===== src/rtl/half_layer1_sequencer_pkg.sv =====
// -----------------------------------------------------------------------------
// half_layer1_sequencer_pkg
// Shared definitions for the half-precision layer-1 sequencer: the controller
// state encoding, the 16-bit half word type and the beat-count helpers that
// size the weight and input streaming phases.
// -----------------------------------------------------------------------------
package half_layer1_sequencer_pkg;

    // Controller states, in the order a reload run walks through them.
    typedef enum logic [2:0] {
        ST_IDLE   = 3'd0,
        ST_LOAD_W = 3'd1,
        ST_LOAD_B = 3'd2,
        ST_RUN_X  = 3'd3,
        ST_DRAIN  = 3'd4,
        ST_DONE   = 3'd5
    } seq_state_e;

    // IEEE-754 binary16 word as seen on every data lane.
    typedef logic [15:0] half_t;

    localparam int unsigned HALF_W = 16;
    localparam int unsigned ADDR_W = 16;

    // Parameter-memory beats needed to stream the full W1 matrix.
    function automatic int unsigned w_beats(input int unsigned l1_neurons,
                                            input int unsigned l2_neurons,
                                            input int unsigned mults);
        return (l1_neurons * l2_neurons) / mults;
    endfunction

    // Input-memory beats needed to stream one x vector.
    function automatic int unsigned x_beats(input int unsigned l1_neurons,
                                            input int unsigned mults);
        return l1_neurons / mults;
    endfunction

endpackage


===== src/rtl/half_layer1_sequencer_counter.sv =====
// -----------------------------------------------------------------------------
// half_seq_addr_counter
// Loadable up-counter with a terminal-count flag. Used by the sequencer both
// as the memory read address generator and as the result write counter.
//   clk_i, rstn_i : clock, synchronous active-low reset (count clears to 0)
//   load_i        : load load_val_i (takes priority over en_i)
//   load_val_i    : value to load
//   en_i          : increment by one
//   tc_val_i      : terminal value compared against the current count
//   count_o       : current count
//   tc_o          : high while count_o equals tc_val_i
// -----------------------------------------------------------------------------
module half_seq_addr_counter
    import half_layer1_sequencer_pkg::*;
#(
    parameter int unsigned WIDTH = ADDR_W
) (
    input  logic             clk_i,
    input  logic             rstn_i,
    input  logic             load_i,
    input  logic [WIDTH-1:0] load_val_i,
    input  logic             en_i,
    input  logic [WIDTH-1:0] tc_val_i,
    output logic [WIDTH-1:0] count_o,
    output logic             tc_o
);

    logic [WIDTH-1:0] count_q;
    logic [WIDTH-1:0] count_d;

    // Next count: load wins over increment.
    always_comb begin
        count_d = count_q;
        if (load_i) begin
            count_d = load_val_i;
        end else if (en_i) begin
            count_d = count_q + {{(WIDTH-1){1'b0}}, 1'b1};
        end else begin
            count_d = count_q;
        end
    end

    // Count register.
    always_ff @(posedge clk_i) begin
        if (!rstn_i) begin
            count_q <= '0;
        end else begin
            count_q <= count_d;
        end
    end

    assign count_o = count_q;
    assign tc_o    = (count_q == tc_val_i);

endmodule


===== src/rtl/half_layer1_sequencer.sv =====
// -----------------------------------------------------------------------------
// half_layer1_sequencer
// Sequencing controller for the half-precision layer-1 predict datapath.
// On an accepted start it optionally streams W1 and b1 from the parameter
// memory, then streams x from the input memory, collects LAYER2_NEURONS
// results into the result buffer and pulses done_o.
// Ports:
//   clk_i, rstn_i            : clock, synchronous active-low reset
//   start_i, reload_i        : run request; reload_i selects weight loading
//   busy_o, done_o, err_o    : status (done_o/err_o are one-cycle pulses)
//   p_rd_o, p_addr_o, p_data_i : parameter memory read port (1-cycle latency)
//   x_rd_o, x_addr_o, x_data_i : input memory read port (1-cycle latency)
//   dp_load_w1_o, dp_load_b1_o, dp_in_valid_o : datapath strobes
//   dp_neuron_data_o, dp_x_o : datapath data lanes, zero when no strobe
//   dp_out_valid_i, dp_layer1_out_i : datapath result
//   res_we_o, res_addr_o, res_data_o : result buffer write port
// -----------------------------------------------------------------------------
module half_layer1_sequencer
    import half_layer1_sequencer_pkg::*;
#(
    parameter int unsigned LAYER1_NEURONS = 10,
    parameter int unsigned LAYER2_NEURONS = 10,
    parameter int unsigned MULTS          = 2
) (
    input  logic                    clk_i,
    input  logic                    rstn_i,
    input  logic                    start_i,
    input  logic                    reload_i,
    output logic                    busy_o,
    output logic                    done_o,
    output logic                    err_o,
    output logic                    p_rd_o,
    output logic [ADDR_W-1:0]       p_addr_o,
    input  logic [HALF_W*MULTS-1:0] p_data_i,
    output logic                    x_rd_o,
    output logic [ADDR_W-1:0]       x_addr_o,
    input  logic [HALF_W*MULTS-1:0] x_data_i,
    output logic                    dp_load_w1_o,
    output logic                    dp_load_b1_o,
    output logic                    dp_in_valid_o,
    output logic [HALF_W*MULTS-1:0] dp_neuron_data_o,
    output logic [HALF_W*MULTS-1:0] dp_x_o,
    input  logic                    dp_out_valid_i,
    input  half_t                   dp_layer1_out_i,
    output logic                    res_we_o,
    output logic [ADDR_W-1:0]       res_addr_o,
    output half_t                   res_data_o
);

    localparam int unsigned W_BEATS = w_beats(LAYER1_NEURONS, LAYER2_NEURONS, MULTS);
    localparam int unsigned X_BEATS = x_beats(LAYER1_NEURONS, MULTS);

    localparam logic [ADDR_W-1:0] W_LAST    = ADDR_W'(W_BEATS - 1);
    localparam logic [ADDR_W-1:0] B_FIRST   = ADDR_W'(W_BEATS);
    localparam logic [ADDR_W-1:0] B_LAST    = ADDR_W'(W_BEATS + LAYER2_NEURONS - 1);
    localparam logic [ADDR_W-1:0] X_LAST    = ADDR_W'(X_BEATS - 1);
    localparam logic [ADDR_W-1:0] RES_TOTAL = ADDR_W'(LAYER2_NEURONS);

    seq_state_e state_q, state_d;

    logic              weights_valid_q;
    logic              wv_set_s;

    logic              addr_load_s;
    logic [ADDR_W-1:0] addr_load_val_s;
    logic              addr_en_s;
    logic [ADDR_W-1:0] addr_tc_val_s;
    logic [ADDR_W-1:0] addr_count_s;
    logic              addr_tc_s;

    logic              res_clr_s;
    logic              res_write_s;
    logic [ADDR_W-1:0] res_count_s;
    logic              res_tc_s;

    logic              busy_q,  busy_d;
    logic              done_q,  done_d;
    logic              err_q,   err_d;
    logic              p_rd_q,  p_rd_d;
    logic              x_rd_q,  x_rd_d;
    logic              ld_w1_q, ld_w1_d;
    logic              ld_b1_q, ld_b1_d;
    logic              in_v_q,  in_v_d;
    logic              res_we_q, res_we_d;
    logic [ADDR_W-1:0] res_addr_q, res_addr_d;
    half_t             res_data_q, res_data_d;

    // Read address: counts through each phase, reloaded at phase boundaries
    // so it already holds the first address when the next phase begins.
    half_seq_addr_counter #(.WIDTH(ADDR_W)) u_addr_cnt (
        .clk_i      (clk_i),
        .rstn_i     (rstn_i),
        .load_i     (addr_load_s),
        .load_val_i (addr_load_val_s),
        .en_i       (addr_en_s),
        .tc_val_i   (addr_tc_val_s),
        .count_o    (addr_count_s),
        .tc_o       (addr_tc_s)
    );

    // Result count doubles as the result buffer write address.
    half_seq_addr_counter #(.WIDTH(ADDR_W)) u_res_cnt (
        .clk_i      (clk_i),
        .rstn_i     (rstn_i),
        .load_i     (res_clr_s),
        .load_val_i ({ADDR_W{1'b0}}),
        .en_i       (res_write_s),
        .tc_val_i   (RES_TOTAL),
        .count_o    (res_count_s),
        .tc_o       (res_tc_s)
    );

    // Results are only accepted while a run can legitimately produce them.
    assign res_write_s = dp_out_valid_i &&
                         ((state_q == ST_RUN_X) || (state_q == ST_DRAIN));

    // Next-state and counter control.
    always_comb begin
        state_d         = state_q;
        addr_load_s     = 1'b0;
        addr_load_val_s = {ADDR_W{1'b0}};
        addr_en_s       = 1'b0;
        addr_tc_val_s   = {ADDR_W{1'b0}};
        res_clr_s       = 1'b0;
        wv_set_s        = 1'b0;
        err_d           = 1'b0;
        case (state_q)
            ST_IDLE: begin
                if (start_i) begin
                    if (reload_i) begin
                        state_d     = ST_LOAD_W;
                        addr_load_s = 1'b1;
                        res_clr_s   = 1'b1;
                    end else if (weights_valid_q) begin
                        state_d     = ST_RUN_X;
                        addr_load_s = 1'b1;
                        res_clr_s   = 1'b1;
                    end else begin
                        err_d = 1'b1;
                    end
                end else begin
                    state_d = ST_IDLE;
                end
            end
            ST_LOAD_W: begin
                addr_tc_val_s = W_LAST;
                if (addr_tc_s) begin
                    state_d         = ST_LOAD_B;
                    addr_load_s     = 1'b1;
                    addr_load_val_s = B_FIRST;
                end else begin
                    addr_en_s = 1'b1;
                end
            end
            ST_LOAD_B: begin
                addr_tc_val_s = B_LAST;
                if (addr_tc_s) begin
                    state_d     = ST_RUN_X;
                    addr_load_s = 1'b1;
                    wv_set_s    = 1'b1;
                end else begin
                    addr_en_s = 1'b1;
                end
            end
            ST_RUN_X: begin
                addr_tc_val_s = X_LAST;
                if (addr_tc_s) begin
                    state_d     = ST_DRAIN;
                    addr_load_s = 1'b1;
                end else begin
                    addr_en_s = 1'b1;
                end
            end
            ST_DRAIN: begin
                if (res_tc_s) begin
                    state_d = ST_DONE;
                end else begin
                    state_d = ST_DRAIN;
                end
            end
            ST_DONE: begin
                state_d = ST_IDLE;
            end
            default: begin
                state_d     = ST_IDLE;
                addr_load_s = 1'b1;
            end
        endcase
    end

    // Output register inputs. Read strobes follow the next state so a read
    // appears in the first cycle of its phase; datapath strobes follow the
    // read issued in the current cycle, landing with the memory data.
    always_comb begin
        busy_d     = (state_d != ST_IDLE) && (state_d != ST_DONE);
        done_d     = (state_d == ST_DONE);
        p_rd_d     = (state_d == ST_LOAD_W) || (state_d == ST_LOAD_B);
        x_rd_d     = (state_d == ST_RUN_X);
        ld_w1_d    = p_rd_q && (state_q == ST_LOAD_W);
        ld_b1_d    = p_rd_q && (state_q == ST_LOAD_B);
        in_v_d     = x_rd_q && (state_q == ST_RUN_X);
        res_we_d   = res_write_s;
        res_addr_d = {ADDR_W{1'b0}};
        res_data_d = 16'h0000;
        if (res_write_s) begin
            res_addr_d = res_count_s;
            res_data_d = dp_layer1_out_i;
        end else begin
            res_addr_d = {ADDR_W{1'b0}};
            res_data_d = 16'h0000;
        end
    end

    // State and output registers.
    always_ff @(posedge clk_i) begin
        if (!rstn_i) begin
            state_q         <= ST_IDLE;
            weights_valid_q <= 1'b0;
            busy_q          <= 1'b0;
            done_q          <= 1'b0;
            err_q           <= 1'b0;
            p_rd_q          <= 1'b0;
            x_rd_q          <= 1'b0;
            ld_w1_q         <= 1'b0;
            ld_b1_q         <= 1'b0;
            in_v_q          <= 1'b0;
            res_we_q        <= 1'b0;
            res_addr_q      <= {ADDR_W{1'b0}};
            res_data_q      <= 16'h0000;
        end else begin
            state_q         <= state_d;
            weights_valid_q <= weights_valid_q | wv_set_s;
            busy_q          <= busy_d;
            done_q          <= done_d;
            err_q           <= err_d;
            p_rd_q          <= p_rd_d;
            x_rd_q          <= x_rd_d;
            ld_w1_q         <= ld_w1_d;
            ld_b1_q         <= ld_b1_d;
            in_v_q          <= in_v_d;
            res_we_q        <= res_we_d;
            res_addr_q      <= res_addr_d;
            res_data_q      <= res_data_d;
        end
    end

    // Data lanes pass the memory word through only in its strobe cycle.
    always_comb begin
        dp_neuron_data_o = {(HALF_W*MULTS){1'b0}};
        dp_x_o           = {(HALF_W*MULTS){1'b0}};
        if (ld_w1_q || ld_b1_q) begin
            dp_neuron_data_o = p_data_i;
        end else begin
            dp_neuron_data_o = {(HALF_W*MULTS){1'b0}};
        end
        if (in_v_q) begin
            dp_x_o = x_data_i;
        end else begin
            dp_x_o = {(HALF_W*MULTS){1'b0}};
        end
    end

    assign busy_o        = busy_q;
    assign done_o        = done_q;
    assign err_o         = err_q;
    assign p_rd_o        = p_rd_q;
    assign p_addr_o      = p_rd_q ? addr_count_s : {ADDR_W{1'b0}};
    assign x_rd_o        = x_rd_q;
    assign x_addr_o      = x_rd_q ? addr_count_s : {ADDR_W{1'b0}};
    assign dp_load_w1_o  = ld_w1_q;
    assign dp_load_b1_o  = ld_b1_q;
    assign dp_in_valid_o = in_v_q;
    assign res_we_o      = res_we_q;
    assign res_addr_o    = res_addr_q;
    assign res_data_o    = res_data_q;

endmodule


===== config.mk =====
export PLATFORM = sky130hd
export DESIGN_NAME = half_layer1_sequencer
export DESIGN_NICKNAME = d
export VERILOG_FILES = /design/src/rtl/half_layer1_sequencer_pkg.sv /design/src/rtl/half_layer1_sequencer_counter.sv /design/src/rtl/half_layer1_sequencer.sv
export SDC_FILE = /design/constraint.sdc
export NUM_CORES = 1
export LEC_CHECK = 0
export CAP_MARGIN = 25
export CORE_MARGIN = 3
export CORE_UTILIZATION = 30
export CTS_CLUSTER_DIAMETER = 80
export DETAILED_ROUTE_END_ITERATION = 10
export PLACE_DENSITY_LB_ADDON = 0.1
export SLEW_MARGIN = 20
export SYNTH_ARGS = -nofsm -noshare
export SYNTH_HDL_FRONTEND = slang
export SYNTH_SLANG_ARGS = --single-unit

===== constraint.sdc =====
create_clock -name clk_i -period 3 [get_ports clk_i]
set_input_delay 0.6 -clock clk_i [delete_from_list [all_inputs] [get_ports clk_i]]
set_output_delay 0.6 -clock clk_i [all_outputs]
set_load 0.1 [all_outputs]

==> metrics.md <==
| Metric | Value |
|---|---|
| Slew of the pin with the lowest slew margin | `0.749 ns` |
| Clk root buf | `sky130_fd_sc_hd__clkbuf_16` |
| Global-route wire length before repair | `18,300 um` |
| Tot GR Track Use | `0.171` |
| Number of synthesized register bits | `77` |
| Worst vdd rail ir drop | `269 uV` |
| RSZ-0062 raised after global routing | `no` |
| CTS H-tree depth | `3` |
| Per-cell routed wire length | `15.5 um` |
| Cell area after technology mapping | `0.00366 mm2` |
| Clock skew | `0.00834 ns` |
| Worst Slack Setup Final | `0.549 ns` |
| FILL cells | `1,081` |
| Proportion of synthesized flip-flops having asynchronous set or reset | `0` |
| Hold buffer count at cts | `0` |
| First-pass iteration count of the detailed router | `4` |
| Most frequently used flop master after synthesis | `sky130_fd_sc_hd__dfxtp_1` |
| Iteration-0 DRC count of the detailed router | `152` |
| CTS max path bufs | `2` |
| CTS tree | `done` |
| Via count of the first global-routing pass | `3,502` |
| WL final | `12,200 um` |
| Number of library cell types mapped by synthesis | `46` |
| Count of vias placed by the detailed router | `3,681` |
| Horiz. Die Dim | `116 um` |
| Synthesis-to-finish area growth | `68.1%` |
| Reg-to-reg startpoint | `state_q[0]` |
| Register Area | `0.00154 mm2` |
| R2r setup slk | `0.55 ns` |
| Multi-input combinational cell area | `0.00199 mm2` |
| Hold depth | `1` |
| Die Span Y | `116 um` |
| Proportion of netlist area held by the largest area contributor | `0.422` |
| Remaining number of nets flagged by the antenna check after routing | `0` |
| Area leader, netlist | `sky130_fd_sc_hd__dfxtp_1` |
| Synth warn | `0` |
| Path type of the worst min-delay path | `flip-flop to flip-flop` |
| Number of antenna violations at the first check in global routing | `0` |
| DP Wirelength | `9770 um` |
| Effective utilization at floorplan | `0.313` |
| Global placement routability congestion | `0.875` |
| Grt ovf | `0` |
| R2r worst-path depth | `7` |
| Synth Instances | `429` |
| Power density of the placed cells | `515 mW/mm2` |
| CP Data Required Time | `3.25 ns` |
| Result of the run | `complete, no violations` |
| Number of antenna diodes | `0` |
| Number of clock buffers inserted by TritonCTS | `9` |
| Share of post-route cells with drive strength above 1 | `0.261` |
| Worst slew slack as a fraction of its limit | `0.500` |
| Cell leakage power | `2.77 nW` |
| Count of pins on the block boundary | `222` |
| Placement row count | `39` |
| DRC violation count after routing | `0` |
| Clock-pin slew on the worst setup and hold paths | `0.05 ns` |
| Placeable core region | `0.0117 mm2` |
| Hold Path Origin | `u_res_cnt.count_o[15]` |
| Insertion delay of the later-clocked pin in the worst-skew pair | `0.33 ns` |
| Synthesized net count | `517` |
| Number of gates resized after cts | `0` |
| Setup repair bufs after CTS | `0` |
| Post-layout nets | `728` |
| PortBufs | `221` |
| Final Slew Violations | `0` |
| Post-layout minimum cycle time | `2.45 ns` |
| Kind of critical path | `flip-flop to flip-flop` |
| Commonest cells in the synthesized netlist | `sky130_fd_sc_hd__dfxtp_1 (77), sky130_fd_sc_hd__and2_1 (67), sky130_fd_sc_hd__nor2_1 (44), sky130_fd_sc_hd__and3_1 (41), sky130_fd_sc_hd__nor2b_1 (34)` |
| Worst-case hold path end point | `res_addr_o[15]` |
| Post-synth EDFFs | `0` |
| Clock tree sinks | `77` |
| Period Utilization, post-route | `0.817` |
| Maximum capacitance violations | `0` |
| Endpoint kind of the worst setup timing path | `flip-flop` |
| Place WS | `0.547 ns` |
| Data arrival time of the critical path | `2.70 ns` |
| Share of synthesized area occupied by flip-flops and latches | `0.422` |
| Ranking of synthesized cells by area | `sky130_fd_sc_hd__dfxtp_1 (42%), sky130_fd_sc_hd__and2_1 (11%), sky130_fd_sc_hd__and3_1 (7.0%)` |
| Fmax | `0.408 GHz` |
| Final hold violation count | `0` |
| Crit Path Max Fanout | `12` |
| Kind of launch point of the worst setup path | `flip-flop` |
| Count of endpoints failing setup in the final report | `0` |
| Most frequent cell after synthesis | `sky130_fd_sc_hd__dfxtp_1` |
| Average via count per standard cell | `4.68` |
| Largest net degree at the start of global routing | `34` |
| Synthesized area divided by synthesized cell count | `8.52 um2` |
| Worst r2r dst | `p_rd_o` |
| Overall die area | `0.0135 mm2` |
| Total power after layout | `3.16 mW` |
## power by group
part           internal (mW)  total [mW]  switching [mW]
combinational          0.326       0.869           0.543
sequential              1.06        1.14          0.0795
clock                  0.749        1.16           0.408
total                   2.13        3.16            1.03
## cell type report
class,instances,area share
timing repair buffer,229,0.340
sequential,77,0.251
tap,143,0.0291
inverter,5,0.00305
clock buffer,10,0.0389
multi-input combinational,318,0.324
clock inverter,5,0.0136
## worst max-delay path: stages, from the launching register on
cell and delay (ns):
sky130_fd_sc_hd__dfxtp_1 0.60, sky130_fd_sc_hd__xnor2_1 0.14, sky130_fd_sc_hd__or3_4 0.39, sky130_fd_sc_hd__a2111oi_4 0.33, sky130_fd_sc_hd__buf_4 0.22, sky130_fd_sc_hd__nand4_1 0.20
sky130_fd_sc_hd__o211ai_1 0.28, sky130_fd_sc_hd__mux2i_1 0.22
## routing by layer
metal / share of wire / up-vias / track usage
met5: 0 / - / 0
li1: - / 1852 / -
met4: 0.0078 / 0 / 0.0394
met3: 0.073 / 9 / 0.0461
met1: 0.38 / 1692 / 0.191
met2: 0.54 / 128 / 0.323
## stage by stage
step / cell area (um2) / std cells / setup TNS, ns / hold slack [ns] / util
floorplan: 3660 / 429 / -10.59 / 0.454 / -
global placement: 5820 / 772 / 0 / 0.510 / 0.499
detailed placement: 5820 / 772 / 0 / 0.511 / 0.499
CTS: 6140 / 787 / 0 / 0.518 / 0.527
global route: 6150 / 787 / 0 / 0.543 / 0.527
finish: 6150 / 787 / 0 / 0.515 / 0.527
## cell families after synthesis
| kind of cell | count (synthesis) | synth area share |
|---|---|---|
| AOI/OAI and AO/OA | 35 | 0.0712 |
| xor gates and xnor gates | 29 | 0.0695 |
| muxes | 1 | 0.00274 |
| adders and majority gates | 3 | 0.0103 |
| and+or+nand+nor | 250 | 0.389 |
| buffers and inverters | 34 | 0.0356 |
| DFF | 77 | 0.422 |
## cell usage in the layout, fill, tap and decap left out, drive strengths merged, types with 8 or more instances in the layout
cell           netlist  final
a21oi                8      8
and2                67     67
and3                41     41
buf                  2    145
clkbuf              27     10
clkdlybuf4s50        0     84
dfxtp               77     77
nand2               19     19
nand4               11     11
nor2                44     44
nor2b               34     34
xnor2               10     10
xor2                19     19
## worst max-delay path by stage
stage	start	to	slack, ns	cells after the start
final	state_q[0]	p_rd_o	0.55	7
after global routing	state_q[0]	p_rd_o	0.38	7
after CTS	dp_load_b1_o	dp_neuron_data_o[27]	0.37	3
after detailed placement	reload_i	busy_o	0.55	6
after global placement	reload_i	busy_o	0.59	6
after floorplan	dp_load_b1_o	dp_neuron_data_o[10]	-0.34	3
## state kept, by name, indices dropped and copies added (netlist names)
signal,flops
dp_load_w1_o,1
dp_load_b1_o,1
x_rd_o,1
busy_o,1
res_we_o,1
res_data_o,16
p_rd_o,1
state_q,3
res_addr_o,16
u_addr_cnt.count_o,16
weights_valid_q,1
u_res_cnt.count_o,16
done_o,1
err_o,1
dp_in_valid_o,1
No activity file was read; power rests on OpenSTA's default activity.
